===== src/rtl/fpga_cmd_rx_pkg.sv =====
// fpga_cmd_pkg: opcodes, major modes, FSM states and reset configuration for fpga_cmd_rx
package fpga_cmd_pkg;
  localparam logic [3:0] FPGA_CMD_SET_CONFREG = 4'h1;
  localparam logic [3:0] FPGA_CMD_SET_DIVISOR = 4'h2;
  localparam logic [2:0] MAJOR_MODE_0 = 3'b000;
  localparam logic [2:0] MAJOR_MODE_1 = 3'b001;
  localparam logic [2:0] MAJOR_MODE_2 = 3'b010;
  localparam logic [2:0] MAJOR_MODE_3 = 3'b011;
  localparam logic [2:0] MAJOR_MODE_4 = 3'b100;
  localparam logic [2:0] MAJOR_MODE_OFF = 3'b111;
  localparam logic [7:0] CONF_RESET = {MAJOR_MODE_OFF, 5'b0};
  typedef enum logic [1:0] {WAIT_IDLE, IDLE, SHIFT, DECODE} state_e;
endpackage


===== src/rtl/fpga_cmd_rx_sync_edge.sv =====
// sync_edge: input synchroniser with registered rise/fall pulses; q is aligned with the pulses
module sync_edge #(
  parameter int STAGES = 2
) (
  input  logic clk_i,
  input  logic nreset_i,
  input  logic d_i,
  output logic q_o,
  output logic rise_o,
  output logic fall_o
);
  logic [STAGES-1:0] sync_q;
  logic prev_q, rise_q, fall_q;
  always_ff @(posedge clk_i) begin
    if (!nreset_i) begin
      sync_q <= '0;
      prev_q <= 1'b0;
      rise_q <= 1'b0;
      fall_q <= 1'b0;
    end else begin
      sync_q <= {sync_q[STAGES-2:0], d_i};
      prev_q <= sync_q[STAGES-1];
      rise_q <= sync_q[STAGES-1] & ~prev_q;
      fall_q <= ~sync_q[STAGES-1] & prev_q;
    end
  end
  assign q_o = prev_q;
  assign rise_o = rise_q;
  assign fall_o = fall_q;
endmodule


===== src/rtl/fpga_cmd_rx.sv =====
// fpga_cmd_rx: oversampled SPI command receiver driving conf_word/divisor with safe-point apply
module fpga_cmd_rx
  import fpga_cmd_pkg::*;
#(
  parameter int SYNC_STAGES = 2,
  parameter int CMD_BITS = 16,
  parameter int ERR_W = 4
) (
  input  logic ck_1356meg,
  input  logic nreset,
  input  logic spck,
  input  logic mosi,
  input  logic ncs,
  output logic miso,
  input  logic apply_en,
  output logic [7:0] conf_word,
  output logic [7:0] divisor,
  output logic cmd_strobe,
  output logic conf_pending,
  output logic [ERR_W-1:0] err_count
);
  localparam int BW = $clog2(CMD_BITS + 2);
  localparam logic [BW-1:0] BC_FULL = BW'(CMD_BITS);
  localparam logic [BW-1:0] BC_MAX = BW'(CMD_BITS + 1);
  logic spck_s, spck_rise, spck_fall, mosi_s, mosi_rise, mosi_fall, ncs_s, ncs_rise, ncs_fall;
  logic unused_edges;
  state_e state_q, state_d;
  logic [BW-1:0] bitcnt_q, bitcnt_d;
  logic [CMD_BITS-1:0] rx_q, rx_d;
  logic [15:0] tx_q, tx_d;
  logic [7:0] pend_q, pend_d, conf_q, conf_d, div_q, div_d;
  logic pending_q, pending_d, strobe_q, strobe_d;
  logic [ERR_W-1:0] err_q, err_d;
  logic [3:0] op;
  sync_edge #(.STAGES(SYNC_STAGES)) u_spck (.clk_i(ck_1356meg), .nreset_i(nreset), .d_i(spck), .q_o(spck_s), .rise_o(spck_rise), .fall_o(spck_fall));
  sync_edge #(.STAGES(SYNC_STAGES)) u_mosi (.clk_i(ck_1356meg), .nreset_i(nreset), .d_i(mosi), .q_o(mosi_s), .rise_o(mosi_rise), .fall_o(mosi_fall));
  sync_edge #(.STAGES(SYNC_STAGES)) u_ncs (.clk_i(ck_1356meg), .nreset_i(nreset), .d_i(ncs), .q_o(ncs_s), .rise_o(ncs_rise), .fall_o(ncs_fall));
  assign unused_edges = ^{spck_s, mosi_rise, mosi_fall};
  assign op = rx_q[CMD_BITS-1 -: 4];
  always_ff @(posedge ck_1356meg) begin
    if (!nreset) begin
      state_q <= WAIT_IDLE;
      bitcnt_q <= '0;
      rx_q <= '0;
      tx_q <= '0;
      pend_q <= CONF_RESET;
      conf_q <= CONF_RESET;
      div_q <= '0;
      pending_q <= 1'b0;
      strobe_q <= 1'b0;
      err_q <= '0;
    end else begin
      state_q <= state_d;
      bitcnt_q <= bitcnt_d;
      rx_q <= rx_d;
      tx_q <= tx_d;
      pend_q <= pend_d;
      conf_q <= conf_d;
      div_q <= div_d;
      pending_q <= pending_d;
      strobe_q <= strobe_d;
      err_q <= err_d;
    end
  end
  // Apply is evaluated before decode so a fresh SET_CONFREG overrides a coincident older apply
  always_comb begin
    state_d = state_q;
    bitcnt_d = bitcnt_q;
    rx_d = rx_q;
    tx_d = tx_q;
    pend_d = pend_q;
    conf_d = conf_q;
    div_d = div_q;
    pending_d = pending_q;
    strobe_d = 1'b0;
    err_d = err_q;
    if (pending_q && apply_en) begin
      conf_d = pend_q;
      pending_d = 1'b0;
    end
    case (state_q)
      WAIT_IDLE: state_d = ncs_s ? IDLE : WAIT_IDLE;
      IDLE: if (ncs_fall) begin
        bitcnt_d = '0;
        tx_d = {conf_q, div_q};
        state_d = SHIFT;
      end
      SHIFT: begin
        if (spck_rise) begin
          rx_d = {rx_q[CMD_BITS-2:0], mosi_s};
          bitcnt_d = (bitcnt_q == BC_MAX) ? bitcnt_q : bitcnt_q + 1'b1;
        end
        if (spck_fall) tx_d = tx_q << 1;
        if (ncs_rise) state_d = DECODE;
      end
      DECODE: begin
        state_d = IDLE;
        if (bitcnt_q != BC_FULL) err_d = (err_q == '1) ? err_q : err_q + 1'b1;
        else if (op == FPGA_CMD_SET_CONFREG) begin
          pend_d = rx_q[7:0];
          pending_d = 1'b1;
          strobe_d = 1'b1;
        end else if (op == FPGA_CMD_SET_DIVISOR) begin
          div_d = rx_q[7:0];
          strobe_d = 1'b1;
        end
      end
      default: state_d = WAIT_IDLE;
    endcase
  end
  assign miso = (state_q == SHIFT) & tx_q[15];
  assign conf_word = conf_q;
  assign divisor = div_q;
  assign cmd_strobe = strobe_q;
  assign conf_pending = pending_q;
  assign err_count = err_q;
endmodule


===== config.mk =====
export PLATFORM = sky130hd
export DESIGN_NAME = fpga_cmd_rx
export DESIGN_NICKNAME = d
export VERILOG_FILES = /design/src/rtl/fpga_cmd_rx_pkg.sv /design/src/rtl/fpga_cmd_rx_sync_edge.sv /design/src/rtl/fpga_cmd_rx.sv
export SDC_FILE = /design/constraint.sdc
export NUM_CORES = 1
export LEC_CHECK = 0
export CAP_MARGIN = 25
export CORE_MARGIN = 3
export CORE_UTILIZATION = 55
export DETAILED_ROUTE_END_ITERATION = 16
export DONT_BUFFER_PORTS = 1
export PLACE_DENSITY = 0.7
export SYNTH_ARGS = -nofsm -noshare
export SYNTH_HDL_FRONTEND = slang
export SYNTH_SLANG_ARGS = --single-unit

===== constraint.sdc =====
create_clock -name ck_1356meg -period 2.4 [get_ports ck_1356meg]
set_input_delay 0.36 -clock ck_1356meg [delete_from_list [all_inputs] [get_ports ck_1356meg]]
set_output_delay 0.36 -clock ck_1356meg [all_outputs]
set_load 0.01 [all_outputs]

==> reports/metrics.csv, run 1 <==
stage,metric,value,unit
critical_path,worstPathMaxFanout,25,
sta,fmax,519,MHz
critical_path,worstPathArrival,1.57,ns
placement,numPortBuffers,0,
min_path,min_to,pend_q[5],
placement,place_congestion,0.739,
critical_path,r2r-start,state_q[1],
logic_synthesis,synth.lib_cells_used.distinct,34,
floorplan,die_w,82.2,um
min_path,timing.hold.worst.class,in2reg,
sta,worst_slack_on_hold_paths,0.0853,ns
drt,vias,2253,
clock_tree,cts_tree,done,
global_routing,antenna_found_initial,0,
critical_path,critical_path_class,reg2out,
placement,dp_cells,405,
drt,avgViaCountPerCell,5.39,
floorplan,core_box_area,5570,sq um
global_routing,grt_start_max_net_pins,61,
sta,worstMarginPinSlew,0.615,ns
sta,setup_viol_count_final,0,
floorplan,rows,27,
pwr,power-per-cell-area,695,nW/um^2
logic_synthesis,yosys_warnings,0,
sta,report.final.hold_viol_count,0,
global_routing,gr-usage-all-layers,18.1,%
status,run_status,completed,
job,cap_violations,0,
min_path,hp-start,nreset,
critical_path,crit_path_start_kind,flip-flop,
clock_tree,post_cts_resized,0,
logic_synthesis,ys_seq_elements,82,
floorplan,die-area,6760,sq um
logic_synthesis,synth.net_count,361,
layout,layout-drive-gt1-share,6.65,%
clock_tree,cts-hold-fix-buffers,0,
clock_tree,postCtsSetupRepairBufs,0,
drt,drt.antenna.violating_nets,0,
pwr,clockPowerShare,39.4,%
clock_tree,ctsHtreeMaxLevel,3,
pwr,ir_worst_vdd,0.000423,V
global_routing,global_route.overflow_total,0,
drt,finalWirelength,5740,um
sta,slew_headroom,59.0,%
pwr,seqPwrFrac,58.1,%
critical_path,timing.reg2reg.setup_slack,0.53,ns
logic_synthesis,synthCells,347,
floorplan,die_height,82.2,um
sta,setup_ws,0.474,ns
critical_path,crit_required,2.04,ns
pwr,switching_share,20.7,%
layout,finalNetCount,358,
layout,insertedDiodeCount,0,
sta,fin_tns_setup,0,ns
drt,drc,0,
drt,route.detailed.wl_per_inst,13.7,um
clock_tree,clock_tree.root_cell,sky130_fd_sc_hd__clkbuf_8,
layout,filler_cell_count,477,
layout,area.growth.synth_to_final,7.32,%
clock_tree,clk_path_buf_depth,2,
clock_tree,cts_sinks,82,
sta,rsz0062_at_grt,no,
sta,post-route-period-util,80.3,%
critical_path,ff2ff_path_depth,6,
placement,dp_hpwl,3790,um
floorplan,initial_core_util,57.3,%
clock_tree,cts_inserted_buffers,9,
pwr,leakagePower,1.30,nW
logic_synthesis,syn_area,3200,sq um
clock_tree,path_clk_slew,0.07,ns
sta,fin_crit,1.93,ns
sta,skew,0.00809,ns
critical_path,rr_endpoint,bitcnt_q[4],
drt,detailed_router_iteration_count_before_antenna_repair,4,
clock_tree,insertion_delay,0.34,ns
placement,pre_cts_slack,0.554,ns
global_routing,first_global_vias,2043,
global_routing,grt_first_pass_wirelength,9440,um
min_path,whs_path_depth,1,
logic_synthesis,synth_seq_area_share,51.4,%
pwr,cell_internal_pwr,1.89,mW
pwr,combPwrFrac,2.5,%
pwr,power_switching,494,uW
logic_synthesis,synth_area_per_cell,9.21,sq um
floorplan,io_pins,29,
layout,finish.cell_count_without_fillers,418,
critical_path,end_kind,output port,
drt,iter_0_drt_violations,119,
sta,timing.final.max_slew_violations,0,
-- layer usage --
metal / share of wire (%) / up-vias / track usage (%)
li1: - / 1177 / -
met1: 52 / 1037 / 24.6
met2: 42 / 31 / 26.0
met3: 4.8 / 8 / 6.29
met4: 1.6 / 0 / 7.64
met5: 0 / - / 0
-- cell type report --
type / count / area, sq um / area share (%)
timing repair buffer: 6 / 45.0 / 1.31
clock buffer: 10 / 138 / 4.01
tap: 72 / 90.1 / 2.63
inverter: 8 / 30.0 / 0.876
sequential: 82 / 1640 / 47.9
multi-input combinational: 237 / 1440 / 42.1
clock inverter: 3 / 42.5 / 1.24
-- flip-flops by register name (all words and copies together) (netlist names) --
register       cells
u_spck.rise_o      1
u_mosi.sync_q      2
u_mosi.q_o         1
bitcnt_q           5
state_q            2
pend_q             8
u_ncs.fall_o       1
u_ncs.sync_q       2
rx_q              16
cmd_strobe         1
err_count          4
u_spck.q_o         1
conf_word          8
conf_pending       1
tx_q              16
u_ncs.q_o          1
u_spck.fall_o      1
u_ncs.rise_o       1
divisor            8
u_spck.sync_q      2
-- kinds of logic after synthesis --
| kind of cell | after synthesis | share of synthesized area, % |
|---|---|---|
| fa+ha+maj | 8 | 3.13 |
| mux | 35 | 11.0 |
| simple gates | 138 | 20.2 |
| xor+xnor | 2 | 0.548 |
| buf+inv | 28 | 3.60 |
| compound gates | 54 | 10.2 |
| flops | 82 | 51.4 |
-- power groups by stage --
| stage | clock (mW) | sequential, mW | combinational [mW] |
|---|---|---|---|
| 4_1_cts | 0.955 | 1.38 | 0.0608 |
| 2_1_floorplan | 0 | 1.41 | 0.0546 |
| 5_1_grt | 1.01 | 1.39 | 0.0682 |
| 3_3_place_gp | 0 | 1.42 | 0.0602 |
| 6_report | 0.937 | 1.38 | 0.0603 |
| 3_5_place_dp | 0 | 1.42 | 0.0605 |
-- cell usage in the layout (no fill, tap or decap), types with 6 or more instances in the layout --
cell / instances
sky130_fd_sc_hd__ha_1: 8
sky130_fd_sc_hd__mux2i_1: 35
sky130_fd_sc_hd__nand3_1: 12
sky130_fd_sc_hd__inv_1: 7
sky130_fd_sc_hd__nor2_1: 35
sky130_fd_sc_hd__nand2_1: 56
sky130_fd_sc_hd__dfxtp_1: 82
sky130_fd_sc_hd__and2_1: 12
sky130_fd_sc_hd__buf_4: 6
sky130_fd_sc_hd__clkbuf_8: 10
sky130_fd_sc_hd__a21oi_1: 26
sky130_fd_sc_hd__a211oi_1: 16
-- worst max path at each step --
| stage | start | endpoint | slack [ns] | depth (start not counted) |
|---|---|---|---|---|
| final | state_q[0] | miso | 0.47 | 4 |
| after global routing | state_q[0] | miso | 0.37 | 4 |
| after CTS | state_q[0] | miso | 0.45 | 4 |
| after detailed placement | state_q[1] | bitcnt_q[4] | 0.55 | 6 |
| after global placement | state_q[1] | bitcnt_q[3] | 0.59 | 6 |
| after floorplan | state_q[0] | bitcnt_q[3] | 0.65 | 7 |
-- stage by stage --
| step | power [mW] | instance area, sq um | util, % |
|---|---|---|---|
| final | 2.38 | 3430 | 61.5 |
| after global placement | 1.48 | 3250 | 58.3 |
| after CTS | 2.40 | 3430 | 61.5 |
| after detailed placement | 1.48 | 3250 | 58.3 |
| after floorplan | 1.47 | 3200 | - |
| after global routing | 2.47 | 3430 | 61.5 |
-- cell usage after synthesis --
library cell	instances	share of area, %
sky130_fd_sc_hd__dfxtp_1	82	51
sky130_fd_sc_hd__nand2_1	56	6.6
sky130_fd_sc_hd__mux2i_1	35	11
sky130_fd_sc_hd__nor2_1	35	4.1
sky130_fd_sc_hd__a21oi_1	27	4.2
sky130_fd_sc_hd__a211oi_1	16	3.8
sky130_fd_sc_hd__clkbuf_1	14	1.6
sky130_fd_sc_hd__and2_1	12	2.3
sky130_fd_sc_hd__nand3_1	12	1.9
sky130_fd_sc_hd__ha_1	8	3.1
sky130_fd_sc_hd__inv_1	7	0.82
sky130_fd_sc_hd__buf_2	5	0.78
sky130_fd_sc_hd__o21ai_0	5	0.78
sky130_fd_sc_hd__nor2b_1	4	0.78
sky130_fd_sc_hd__o211ai_1	3	0.70
sky130_fd_sc_hd__or3_1	3	0.59
sky130_fd_sc_hd__nand2b_1	2	0.39
sky130_fd_sc_hd__nand4_1	2	0.39
sky130_fd_sc_hd__nand4b_1	2	0.55
sky130_fd_sc_hd__nor3_1	2	0.31
sky130_fd_sc_hd__nor3b_1	2	0.47
sky130_fd_sc_hd__a31oi_1	1	0.20
sky130_fd_sc_hd__and4bb_1	1	0.39
sky130_fd_sc_hd__and4bb_2	1	0.39
sky130_fd_sc_hd__buf_4	1	0.24
sky130_fd_sc_hd__inv_2	1	0.12
sky130_fd_sc_hd__nand2_2	1	0.20
sky130_fd_sc_hd__nand3b_1	1	0.24
sky130_fd_sc_hd__nand4bb_1	1	0.35
sky130_fd_sc_hd__o21a_1	1	0.24
sky130_fd_sc_hd__o311ai_0	1	0.27
sky130_fd_sc_hd__or4_1	1	0.24
sky130_fd_sc_hd__xnor2_1	1	0.27
sky130_fd_sc_hd__xor2_1	1	0.27
-- worst max-delay path: stages, from the launching register on --
cell and delay, ns:
sky130_fd_sc_hd__dfxtp_1 0.34, sky130_fd_sc_hd__inv_1 0.09, sky130_fd_sc_hd__ha_1 0.20, sky130_fd_sc_hd__buf_4 0.35
sky130_fd_sc_hd__and2_1 0.24
No activity file was read; power rests on OpenSTA's default activity.
==> run 2, diff against run 1 <==
- PLACE_DENSITY: 0.7 -> 0.73
- clock period: 2.4 -> 1.7 ns (I/O delays scaled with it)
==> run 2 against run 1 <==
  * Final area rose by 6.1%
  * Critical endpoint is now bitcnt_q[3]
  * Largest cell class unchanged
  * Utilization rose by 3.7 points
  * First-iteration DRC count fell by 22%
  * Largest power group unchanged
  * Sequential power rose by 41%
  * Via count rose by 2.6%
==> reports/metrics.csv, run 2 (same netlist as run 1, synthesis figures left out) <==
stage,metric,value,unit,change
drt,iter_0_drt_violations,93,,-22%
critical_path,critical_path.cell_chain,"inv_2, ha_1, and4bb_1, or4_4, or3_1, nand3_1",,
clock_tree,clock_tree.root_cell,sky130_fd_sc_hd__clkbuf_8,,
sta,setup_viol_count_final,0,,unchanged
pwr,ir_worst_vdd,0.000491,V,+16%
clock_tree,cts_sinks,82,,unchanged
placement,numPortBuffers,0,,unchanged
pwr,leakagePower,1.42,nW,+9.0%
floorplan,io_pins,29,,unchanged
layout,biggestRegsByFlops,"rx_q x16, tx_q x16",,
global_routing,grt_use_met1,24.4,%,-0.24 points
layout,insertedDiodeCount,0,,unchanged
critical_path,category_of_cells_accounting_for_the_largest_share_of_critical_path_delay,simple AND/OR/NAND/NOR gates,,
sta,skew,0.0101,ns,+0.00202 ns
min_path,timing.hold.worst.class,in2reg,,
sta,worst_slack_on_hold_paths,0.0207,ns,-0.0645 ns
layout,layout-drive-gt1-share,14.0,%,+7.4 points
critical_path,end_kind,flip-flop,,
drt,route.detailed.wl_per_inst,14.3,um,+4.3%
clock_tree,cts_tree,done,,
clock_tree,insertion_delay,0.35,ns,about the same
critical_path,bufs_and_invs_on_worst_path,1,,-1
floorplan,initial_core_util,57.3,%,unchanged
global_routing,first_global_vias,2200,,+7.7%
layout,finalNetCount,373,,+4.2%
drt,finalWirelength,6250,um,+8.8%
sta,timing.final.max_slew_violations,0,,unchanged
sta,setup_ws,0.00899,ns,-0.465 ns
critical_path,rr_endpoint,bitcnt_q[3],,
floorplan,die-area,6760,sq um,unchanged
placement,dp_hpwl,4040,um,+6.5%
job,cap_violations,0,,unchanged
sta,report.final.hold_viol_count,0,,unchanged
sta,rsz0062_at_grt,yes,,
layout,postLayoutCoreUtil,65.3,%,+3.7 points
floorplan,die_w,82.2,um,unchanged
sta,fin_crit,1.69,ns,
drt,drt.antenna.violating_nets,0,,unchanged
layout,mostFrequentLayoutCells,"79 x sky130_fd_sc_hd__dfxtp_1, 56 x sky130_fd_sc_hd__nand2_1, 35 x sky130_fd_sc_hd__mux2i_1, 35 x sky130_fd_sc_hd__nor2_1, 26 x sky130_fd_sc_hd__a21oi_1",,
placement,pre_cts_slack,-0.0403,ns,-0.594 ns
critical_path,crit_required,2.00,ns,-0.04 ns
min_path,hp-start,nreset,,
critical_path,worstPathMaxFanout,3,,-88%
drt,detailed_router_iteration_count_before_antenna_repair,4,,unchanged
layout,mostFrequentLayoutCell,sky130_fd_sc_hd__dfxtp_1,,
layout,finish.cell_count_without_fillers,436,,+4.3%
drt,drc,0,,unchanged
global_routing,gr-usage-all-layers,19.6,%,+1.5 points
min_path,min_to,u_ncs.fall_o,,
critical_path,crit_path_start_kind,flip-flop,,
drt,vias,2312,,+2.6%
placement,place_congestion,0.822,,+11%
critical_path,critical_path_class,reg2reg,,
critical_path,r2r-start,bitcnt_q[1],,
critical_path,max_stage_delay_on_crit_path,0.43,ns,+0.08 ns
status,run_status,completed,,
critical_path,critical_path_depth,6,,+2
clock_tree,clk_path_buf_depth,2,,unchanged
floorplan,rows,27,,unchanged
clock_tree,path_clk_slew,0.08,ns,about the same
layout,filler_cell_count,462,,-3.1%
sta,post-route-period-util,99.5,%,
global_routing,top_usage_layer,met2,,
global_routing,use_met2,31.8,%,+5.8 points
critical_path,worstPathArrival,1.99,ns,+0.42 ns
global_routing,antenna_found_initial,0,,unchanged
sta,worstMarginPinSlew,0.640,ns,+0.0248 ns
clock_tree,ctsHtreeMaxLevel,3,,unchanged
critical_path,ff2ff_path_depth,6,,unchanged
global_routing,grt_start_max_net_pins,61,,unchanged
global_routing,use_met3,4.99,%,-1.3 points
global_routing,grt_first_pass_wirelength,9930,um,+5.2%
global_routing,global_route.overflow_total,0,,unchanged
drt,avgViaCountPerCell,5.30,,-1.6%
min_path,whs_path_depth,2,,+1
floorplan,core_box_area,5570,sq um,unchanged
sta,fmax,591,MHz,
clock_tree,cts_inserted_buffers,9,,unchanged
pwr,power-per-cell-area,955,nW/um^2,+37%
critical_path,critical_path.slowest_cell,sky130_fd_sc_hd__or4_4,,
placement,dp_cells,416,,+2.7%
critical_path,timing.reg2reg.setup_slack,0.009,ns,-0.52 ns
sta,slew_headroom,57.3,%,-1.7 points
layout,area.growth.synth_to_final,13.8,%,
floorplan,die_height,82.2,um,unchanged
-- run 2: cell count changes in the layout (fill, tap and decap cells not counted), moves of 2 or more --
cell / delta
sky130_fd_sc_hd__buf_4: +9
sky130_fd_sc_hd__a211oi_1: -3
sky130_fd_sc_hd__a211oi_2: +3
sky130_fd_sc_hd__buf_6: +3
sky130_fd_sc_hd__dfxtp_1: -3
sky130_fd_sc_hd__inv_1: -3
sky130_fd_sc_hd__inv_2: +3
sky130_fd_sc_hd__buf_12: +2
sky130_fd_sc_hd__clkbuf_1: +2
sky130_fd_sc_hd__dfxtp_2: +2
sky130_fd_sc_hd__ha_1: -2
sky130_fd_sc_hd__ha_2: +2
-- run 2: how the worst max path moves through the flow --
stage	startpoint	end
finish	bitcnt_q[1]	bitcnt_q[3]
global route	bitcnt_q[1]	bitcnt_q[3]
CTS	state_q[1]	bitcnt_q[3]
detailed placement	state_q[1]	bitcnt_q[3]
global placement	state_q[1]	bitcnt_q[4]
floorplan	state_q[0]	bitcnt_q[3]
-- run 2: area by class of cell --
type	instances	area (sq um)	share of cell area, %
clock buffers	12	145	3.99
clock inverters	4	51.3	1.41
inverters	8	30.0	0.826
multi-input cells	237	1480	40.6
flip-flops and latches	82	1650	45.3
well taps	72	90.1	2.48
repair buffers	21	196	5.40
-- run 2: power by group --
group / switching, mW / total (mW) / internal (mW)
Sequential: 0.0121 / 1.95 / 1.94
Combinational: 0.0625 / 0.106 / 0.0435
Clock: 0.692 / 1.41 / 0.721
Total: 0.767 / 3.47 / 2.71
-- run 2: worst reg2reg max path, cell delays in order (launching register included) --
cell,delay (ns)
sky130_fd_sc_hd__dfxtp_2,0.34
sky130_fd_sc_hd__inv_2,0.04
sky130_fd_sc_hd__ha_1,0.16
sky130_fd_sc_hd__and4bb_1,0.23
sky130_fd_sc_hd__or4_4,0.43
sky130_fd_sc_hd__or3_1,0.36
sky130_fd_sc_hd__nand3_1,0.09
-- run 2: through the flow --
step                instance area [sq um]  power [mW]  setup TNS, ns
detailed placement                   3350        2.09         -0.132
global placement                     3350        2.09      -0.000684
global route                         3640        3.59         -0.124
finish                               3640        3.47              0
floorplan                            3210        2.07        -0.0278
CTS                                  3610        3.49        -0.0168
-- run 2: per-layer routing --
| metal | vias to the layer above | wire (um) |
|---|---|---|
| met2 | 18 | 2900 |
| li1 | 1204 | - |
| met5 | - | 0 |
| met1 | 1082 | 3060 |
| met4 | 0 | 100 |
| met3 | 8 | 196 |
-- run 2: timing repair --
action                                  CTS  global route
cloned                                    0             0
endpoints found under the setup margin   10            11
setup buffers                             3             0
gates resized for setup                  13             8
endpoints found under the hold margin     6             0
pin swaps                                 1             3
hold buffers                              1             0
